File: src/rtl/decode_stage.sv
// decode_stage: RV32 subset instruction decoder with a two-entry
// output buffer (OUT register plus one skid register). Each accepted
// word is decoded combinationally before it is captured. Upstream
// ready depends only on skid occupancy, so it never combinationally
// follows out_ready.
module decode_stage #(
  parameter int XLEN  = 32,
  parameter int M_EXT = 1,
  parameter int OPW   = 5
) (
  input  logic            clk,
  input  logic            rst,
  input  logic            flush,
  input  logic            in_valid,
  output logic            in_ready,
  input  logic [31:0]     in_ins,
  input  logic [XLEN-1:0] in_pc,
  output logic            out_valid,
  input  logic            out_ready,
  output logic [XLEN-1:0] out_pc,
  output logic [OPW-1:0]  out_op_type,
  output logic [4:0]      out_rs1,
  output logic [4:0]      out_rs2,
  output logic [4:0]      out_rd,
  output logic [XLEN-1:0] out_imm,
  output logic            out_illegal
);

  // Operation codes presented on out_op_type
  localparam logic [OPW-1:0] I_NULL  = OPW'(0);
  localparam logic [OPW-1:0] I_ERR   = OPW'(1);
  localparam logic [OPW-1:0] I_ADD   = OPW'(2);
  localparam logic [OPW-1:0] I_SUB   = OPW'(3);
  localparam logic [OPW-1:0] I_MUL   = OPW'(4);
  localparam logic [OPW-1:0] I_MULH  = OPW'(5);
  localparam logic [OPW-1:0] I_XOR   = OPW'(6);
  localparam logic [OPW-1:0] I_OR    = OPW'(7);
  localparam logic [OPW-1:0] I_AND   = OPW'(8);
  localparam logic [OPW-1:0] I_ADDI  = OPW'(9);
  localparam logic [OPW-1:0] I_BEQ   = OPW'(10);
  localparam logic [OPW-1:0] I_BNE   = OPW'(11);
  localparam logic [OPW-1:0] I_BLT   = OPW'(12);
  localparam logic [OPW-1:0] I_BGE   = OPW'(13);
  localparam logic [OPW-1:0] I_LW    = OPW'(14);
  localparam logic [OPW-1:0] I_SW    = OPW'(15);
  localparam logic [OPW-1:0] I_JAL   = OPW'(16);
  localparam logic [OPW-1:0] I_LUI   = OPW'(17);
  localparam logic [OPW-1:0] I_AUIPC = OPW'(18);

  typedef enum logic [2:0] {
    FMT_X, FMT_R, FMT_I, FMT_S, FMT_B, FMT_J, FMT_U
  } fmt_e;

  typedef struct packed {
    logic [XLEN-1:0] pc;
    logic [OPW-1:0]  op;
    logic [4:0]      rs1;
    logic [4:0]      rs2;
    logic [4:0]      rd;
    logic [XLEN-1:0] imm;
    logic            illegal;
  } entry_t;

  localparam entry_t EMPTY = '{pc: '0, op: I_NULL, rs1: '0, rs2: '0,
                               rd: '0, imm: '0, illegal: 1'b0};

  logic [6:0]      opcode;
  logic [2:0]      funct3;
  logic [6:0]      funct7;
  logic [OPW-1:0]  dec_op;
  fmt_e            fmt;
  logic [XLEN-1:0] imm_i, imm_s, imm_b, imm_j, imm_u;
  entry_t          dec;

  entry_t out_q, skid_q;
  logic   out_valid_q, skid_valid_q;
  logic   accept, keep, out_load;

  assign opcode = in_ins[6:0];
  assign funct3 = in_ins[14:12];
  assign funct7 = in_ins[31:25];

  // Sign-extended immediates for each instruction format
  assign imm_i = XLEN'($signed(in_ins[31:20]));
  assign imm_s = XLEN'($signed({in_ins[31:25], in_ins[11:7]}));
  assign imm_b = XLEN'($signed({in_ins[31], in_ins[7], in_ins[30:25], in_ins[11:8], 1'b0}));
  assign imm_j = XLEN'($signed({in_ins[31], in_ins[19:12], in_ins[20], in_ins[30:21], 1'b0}));
  assign imm_u = XLEN'($signed({in_ins[31:12], 12'b0}));

  // Classify the word into an operation and its encoding format
  always_comb begin
    dec_op = I_ERR;
    fmt    = FMT_X;
    case (opcode)
      7'b0110011: begin
        case ({funct7, funct3})
          10'b0000000_000: begin dec_op = I_ADD; fmt = FMT_R; end
          10'b0100000_000: begin dec_op = I_SUB; fmt = FMT_R; end
          10'b0000000_100: begin dec_op = I_XOR; fmt = FMT_R; end
          10'b0000000_110: begin dec_op = I_OR;  fmt = FMT_R; end
          10'b0000000_111: begin dec_op = I_AND; fmt = FMT_R; end
          10'b0000001_000: begin
            if (M_EXT != 0) begin dec_op = I_MUL; fmt = FMT_R; end
          end
          10'b0000001_001: begin
            if (M_EXT != 0) begin dec_op = I_MULH; fmt = FMT_R; end
          end
          default: ;
        endcase
      end
      7'b0010011: if (funct3 == 3'b000) begin dec_op = I_ADDI; fmt = FMT_I; end
      7'b0000011: if (funct3 == 3'b010) begin dec_op = I_LW;   fmt = FMT_I; end
      7'b0100011: if (funct3 == 3'b010) begin dec_op = I_SW;   fmt = FMT_S; end
      7'b1100011: begin
        case (funct3)
          3'b000:  begin dec_op = I_BEQ; fmt = FMT_B; end
          3'b001:  begin dec_op = I_BNE; fmt = FMT_B; end
          3'b100:  begin dec_op = I_BLT; fmt = FMT_B; end
          3'b101:  begin dec_op = I_BGE; fmt = FMT_B; end
          default: ;
        endcase
      end
      7'b1101111: begin dec_op = I_JAL;   fmt = FMT_J; end
      7'b0110111: begin dec_op = I_LUI;   fmt = FMT_U; end
      7'b0010111: begin dec_op = I_AUIPC; fmt = FMT_U; end
      default: ;
    endcase
  end

  // Select register indices and immediate according to the format
  always_comb begin
    dec         = EMPTY;
    dec.pc      = in_pc;
    dec.op      = dec_op;
    dec.illegal = 1'b0;
    case (fmt)
      FMT_R: begin
        dec.rs1 = in_ins[19:15];
        dec.rs2 = in_ins[24:20];
        dec.rd  = in_ins[11:7];
      end
      FMT_I: begin
        dec.rs1 = in_ins[19:15];
        dec.rd  = in_ins[11:7];
        dec.imm = imm_i;
      end
      FMT_S: begin
        dec.rs1 = in_ins[19:15];
        dec.rs2 = in_ins[24:20];
        dec.imm = imm_s;
      end
      FMT_B: begin
        dec.rs1 = in_ins[19:15];
        dec.rs2 = in_ins[24:20];
        dec.imm = imm_b;
      end
      FMT_J: begin
        dec.rd  = in_ins[11:7];
        dec.imm = imm_j;
      end
      FMT_U: begin
        dec.rd  = in_ins[11:7];
        dec.imm = imm_u;
      end
      default: begin
        dec.op      = I_ERR;
        dec.illegal = 1'b1;
      end
    endcase
  end

  assign in_ready = ~skid_valid_q;
  assign accept   = in_valid & in_ready;
  // An all-zero word completes its handshake but is never stored
  assign keep     = accept & (in_ins != '0);
  assign out_load = ~out_valid_q | out_ready;

  // OUT/SKID buffer: SKID always drains into OUT before new input does
  always_ff @(posedge clk or negedge rst) begin
    if (!rst) begin
      out_valid_q  <= 1'b0;
      skid_valid_q <= 1'b0;
      out_q        <= EMPTY;
      skid_q       <= EMPTY;
    end else if (flush) begin
      out_valid_q  <= 1'b0;
      skid_valid_q <= 1'b0;
    end else if (out_load) begin
      if (skid_valid_q) begin
        out_q        <= skid_q;
        out_valid_q  <= 1'b1;
        skid_valid_q <= keep;
        if (keep) skid_q <= dec;
      end else begin
        out_valid_q <= keep;
        if (keep) out_q <= dec;
      end
    end else if (keep) begin
      skid_q       <= dec;
      skid_valid_q <= 1'b1;
    end
  end

  assign out_valid   = out_valid_q;
  assign out_pc      = out_q.pc;
  assign out_op_type = out_q.op;
  assign out_rs1     = out_q.rs1;
  assign out_rs2     = out_q.rs2;
  assign out_rd      = out_q.rd;
  assign out_imm     = out_q.imm;
  assign out_illegal = out_q.illegal;

endmodule

File: config.mk
export PLATFORM = sky130hd
export DESIGN_NAME = decode_stage
export DESIGN_NICKNAME = d
export VERILOG_FILES = /design/src/rtl/decode_stage.sv
export SDC_FILE = /design/constraint.sdc
export NUM_CORES = 1
export LEC_CHECK = 0
export BUFFER_PORTS_ARGS = -buffer_cell sky130_fd_sc_hd__buf_2
export CAP_MARGIN = 0
export CORE_UTILIZATION = 25
export CTS_BUF_LIST = sky130_fd_sc_hd__clkbuf_4
export DETAILED_ROUTE_END_ITERATION = 12
export PLACE_DENSITY = 0.53
export SLEW_MARGIN = 20
export SYNTH_ARGS = -nofsm -noshare
export SYNTH_HDL_FRONTEND = slang
export SYNTH_SLANG_ARGS = --single-unit
File: constraint.sdc
create_clock -name clk -period 2.2 [get_ports clk]
set_input_delay 0.33 -clock clk [delete_from_list [all_inputs] [get_ports clk]]
set_output_delay 0.33 -clock clk [all_outputs]
set_load 0.01 [all_outputs]
Yosys cells after proc, flatten, opt, wreduce, memory -nomap -nowiden
Cells that the tools add are included.
{"block": "totals", "register_bits": 172, "out_inout_bits": 87, "wordCells": 92}
{"block": "classes", "eq_ne": 25, "mux": 30, "bitwise": 6, "n_reduce_logical": 15}
{"operator": "85-bit 2-to-1 mux", "count": 5}
{"operator": "32-bit case mux with 5 select lines", "count": 1}
{"operator": "5-bit case mux with 8 select lines", "count": 1}
{"operator": "32-bit nonzero test", "count": 1}
{"operator": "10-bit by 3-bit equality test with 1-bit output, second input constant", "count": 3}
{"operator": "4-bit case mux with 7 select lines", "count": 1}
{"operator": "7-bit by 6-bit equality test with 1-bit output, second input constant", "count": 3}
{"operator": "3-bit case mux with 7 select lines", "count": 1}
{"operator": "10-bit by 4-bit equality test with 1-bit output, second input constant", "count": 2}
{"operator": "5-bit 2-to-1 mux", "count": 4}
{"operator": "4-bit case mux with 4 select lines", "count": 1}
{"operator": "3-bit equality test, second input constant", "count": 5}
{"operator": "7-bit by 5-bit equality test with 1-bit output, second input constant", "count": 2}
{"operator": "7-bit equality test, second input constant", "count": 2}
{"operator": "4-bit 2-to-1 mux", "count": 3}
{"operator": "4-bit OR reduction", "count": 3}
{"operator": "10-bit by 9-bit equality test with 1-bit output, second input constant", "count": 1}
{"operator": "10-bit logical NOT", "count": 1}
{"operator": "3-bit by 2-bit equality test with 1-bit output, second input constant", "count": 3}
{"operator": "1-bit 2-to-1 mux", "count": 9}
{"operator": "7-bit by 2-bit equality test with 1-bit output, second input constant", "count": 1}
{"operator": "7-bit OR reduction", "count": 1}
{"operator": "3-bit by 1-bit equality test with 1-bit output, second input constant", "count": 2}
{"operator": "2-bit 2-to-1 mux", "count": 3}
{"operator": "13 further kinds", "count": 17}

Depth between registers and ports, before layout
{"block": "logic_depth", "word_depth": 10, "mapped_depth": 10, "ltp_nobuf": 6}

Least setup slack after synthesis
No wires, ideal clock.
{"block": "synth_path", "kind": "input port to flip-flop", "startpoint": "input in_ins[26]", "endpoint": "register out_q, in the netlist out_imm[10]", "setup_time_ns": 0.125, "arrival_time_ns": 2.185, "required_ns": 2.075, "setup_slack_ns": -0.110, "cell_stages": 8, "n_path_buf": 3, "cell_sequence": "or3_1 > or4_4 > o31ai_4 > a211o_1 > buf_6 > buf_8 > buf_8 > mux2_4"}
{"block": "synth_between", "elab_chain_cells": 8}
{"element": "start: declaration", "line": "16", "source": "input logic [31:0] in_ins,"}
{"element": "10-bit by 4-bit equality test with 1-bit output (tied with other cells)", "line": "96", "source": "case ({funct7, funct3})"}
{"element": "7-bit OR reduction (no line)"}
{"element": "1-bit 2-to-1 mux"}
{"element": "3-bit case mux with 7 select lines", "line": "94", "source": "case (opcode)"}
{"element": "3-bit equality test or 3-bit by 2-bit equality test with 1-bit output (tied branches)", "line": "136", "source": "case (fmt)"}
{"element": "32-bit case mux with 5 select lines", "line": "136"}
{"element": "85-bit 2-to-1 mux", "line": "196", "source": "if (keep) out_q <= dec;"}
{"element": "85-bit 2-to-1 mux", "line": "189", "source": "if (skid_valid_q) begin"}
{"element": "end signal: assignment", "line": "190", "source": "out_q <= skid_q;"}
{"element": "end: declaration", "line": "75", "source": "entry_t out_q, skid_q;"}
Parallel ways exist; a longest one is shown, timed or not. The select of a mux whose other input is x is not followed.
A chain may end at the register's enable or synchronous reset.

Worst setup path after layout
{"block": "layout_path", "startpoint": "input in_ins[17]", "endpoint": "register out_q, in the netlist out_imm[4]"}
{"block": "layout_between", "elab_chain_cells": 4}
{"element": "32-bit nonzero test", "line": "175", "source": "assign keep = accept & (in_ins != '0);"}
{"element": "1-bit bitwise AND", "line": "175"}
{"element": "2-bit nonzero test (no line)"}
{"element": "3-bit AND reduction (no line)"}
No other way between the ends.

==> run metrics <==
sequential fraction of the synthesis area 0.532; Rel. slew slack 0.639; Max Freq 0.462 GHz; max cap viols 0; GRT Util Overall 0.144; Final Wtd Congestion 0.888; post-detailed-route count of antenna-violating nets 0; die area 33100 um^2; Critical Path Source Type input pin; vias in the first global route 6595; IO Port Bufs 155; RSZ-0062 raised after global routing false; final instance area 10600 um^2; largest net degree at the start of global routing 74; synthesized instance count 855; WS Path Type in2reg; HPWL Detailed 16600 um; Min Clock Period, post-route 2.16 ns; Post-Syn Nets 924; Clk pin slew, worst setup/hold paths 0.14 ns; status completed; layout net count 1153; placed instance count 1425; Via Count 6729; H-tree Lvls 4; first drt pass iteration count 5; P&R area growth vs syn 30.5%; Synth Register Bits 172; Remaining DRCs 0; area post-placement 9820 um^2; Fin. Hold Viols 0; P_leak 5.01 nW; Cell Rows 65; CTS tree yes; Non-Filler Instances 1500; Initial Utilization 0.255; clk root buf clkbuf_4; share of cells above drive strength 1 0.285; Warnings, synthesis 0; Total Power 6.72 mW; Die W 182 um; initial antenna violation count 2; initial DRC count 494; Worst-Margin Slew 0.542 ns; chip height 182 um; Vias per Instance 4.49; Final Cycle Share 0.983; boundary pin count 156; final setup vio count 0; top_reg_cell synth dfrtp_1; clock latency on the worst-skew pair 0.59 ns; final wirelength 23000 um; CP Capture Type flop; worst-path maximum fanout 15; per-cell routed wire length 15.3 um; Arrival @ worst endpoint 2.63 ns; Worst Hold Class in2reg; Clock Skews 0.0188 ns; Clock Sink Count 172; worst vdd ir 0.000311 V; Num CTS Buffers 17; Cell Pwr Density 637 nW/um^2; Post-Syn Area 8090 um^2; Max Slew Vio Count 0; CTS max path bufs 2; Placeable Area 31700 um^2; Avg Inst Size Synth 9.46 um^2; Async SR Flop Fraction 1.00; EDFF count, synth 0; Netlist cell types 65; Req. time, crit path 2.67 ns; global-route wire length before repair 36900 um; gr ovfl total 0
==> through the flow <==
stage          worst slack (ns)  TNS, ns  utilization  hold slack (ns)
6_report                 0.0372        0        0.333           0.0672
5_1_grt                  0.0141        0        0.333           0.0105
4_1_cts                  0.0667        0        0.332          0.00103
3_5_place_dp             -0.262   -29.48        0.309            0.281
3_3_place_gp             -0.224   -27.04        0.309            0.283
2_1_floorplan           -0.0947    -1.95            -           0.0344
==> final timing paths <==
check	depth (start not counted)	slack, ns	start	endpoint
setup / recovery	9	0.04	in_ins[17]	out_imm[4]
hold / removal	3	0.07	in_ins[18]	skid_q[46]
setup reg to reg	3	0.43	skid_valid_q	skid_q[0]
hold reg to reg	2	0.49	out_pc[4]	out_pc[4]
max in group asynchronous	3	1.24	rst	out_pc[3]
min in group asynchronous	2	0.22	rst	skid_q[18]
==> kinds of logic (layout without fill, tap and decap cells) <==
group	count (synthesis)	count (layout)	share of synthesized area
AOI/OAI and AO/OA	192	192	0.143
xor gates and xnor gates	1	1	0.00108
buffers and inverters	66	308	0.0430
DFF	172	172	0.532
muxes	70	70	0.0931
other	0	1	0
and+or+nand+nor	354	354	0.187
==> report_power, final <==
group | leakage [nW] | switching, mW | internal, mW
clock | 0.167 | 1.23 | 0.812
sequential | 2.27 | 0.165 | 3.48
combinational | 2.58 | 0.565 | 0.469
total | 5.01 | 1.96 | 4.76
==> state kept, by name, indices dropped and copies added (netlist names) <==
signal	cells
skid_q	85
out_valid	1
out_rs2	5
skid_valid_q	1
out_rd	5
out_illegal	1
out_rs1	5
out_op_type	5
out_imm	32
out_pc	32
==> area by class of cell <==
class                      count  area, um^2
fill                        3322       21200
tap                          402         503
multi-input combinational    617        3460
inverter                       5        18.8
clock inverter                15         188
sequential                   172        4310
clock buffer                  17         128
timing repair buffer         271        1950
antenna                        1        2.50
==> cells in the mapped netlist, types with 2 or more instances <==
master	n	share of area
a41oi_1	2	0.0022
nand2_1	280	0.13
buf_2	10	0.0062
and4b_1	2	0.0025
mux2i_1	34	0.042
dfrtp_1	172	0.53
nor3_1	8	0.0050
o211ai_1	2	0.0019
nor4_1	7	0.0054
nand2b_1	5	0.0039
a211o_1	2	0.0022
clkbuf_1	30	0.014
o211a_1	11	0.014
o21ai_0	113	0.070
a22oi_1	4	0.0037
mux2_4	2	0.0037
nand4b_1	2	0.0022
nor4bb_1	2	0.0025
clkbuf_2	4	0.0025
o21ai_1	13	0.0080
or4_1	2	0.0019
buf_8	2	0.0037
buf_6	2	0.0028
nand4_1	3	0.0023
nand3_1	3	0.0019
mux2_2	33	0.046
a31oi_1	12	0.0093
inv_1	5	0.0023
o32ai_1	2	0.0022
a21oi_1	14	0.0087
nor2_1	24	0.011
o31a_1	2	0.0022
buf_4	12	0.011
a211oi_1	2	0.0019
nor3b_1	2	0.0019
==> routing by layer <==
metal | part of all wire | global-route usage
met5 | 0.00074 | 0
met4 | 0.010 | 0.0403
met3 | 0.045 | 0.0305
met2 | 0.50 | 0.242
met1 | 0.45 | 0.187
==> cells in the final DEF (no fill, tap or decap), types with 3 or more instances in the layout <==
master / instances
nand2_1: 280
dfrtp_1: 171
buf_2: 154
o21ai_0: 113
buf_4: 61
dlygate4sd3_1: 40
mux2i_1: 34
mux2_2: 33
nor2_1: 24
clkbuf_4: 17
a21oi_1: 14
buf_12: 14
o21ai_1: 13
a31oi_1: 12
o211a_1: 11
nor3_1: 8
nor4_1: 7
inv_1: 5
nand2b_1: 5
a22oi_1: 4
inv_6: 4
clkinv_4: 4
nand3_1: 3
nand4_1: 3
bufinv_16: 3
==> worst max-delay path, stage by stage <==
cell and delay (ns):
dlygate4sd3_1 0.53, buf_2 0.17, nor4_1 0.27, nand4_1 0.23
o31ai_4 0.29, a211o_4 0.20, buf_4 0.12, buf_12 0.14
mux2_2 0.34
==> what timing repair did <==
action	4_1_cts	5_1_grt
hold buffers	39	1
setup buffers	0	2
resized for setup	0	1
hold endpoints to repair	118	1
endpoints found under the setup margin	0	8
No activity file was read; power rests on OpenSTA's default activity.
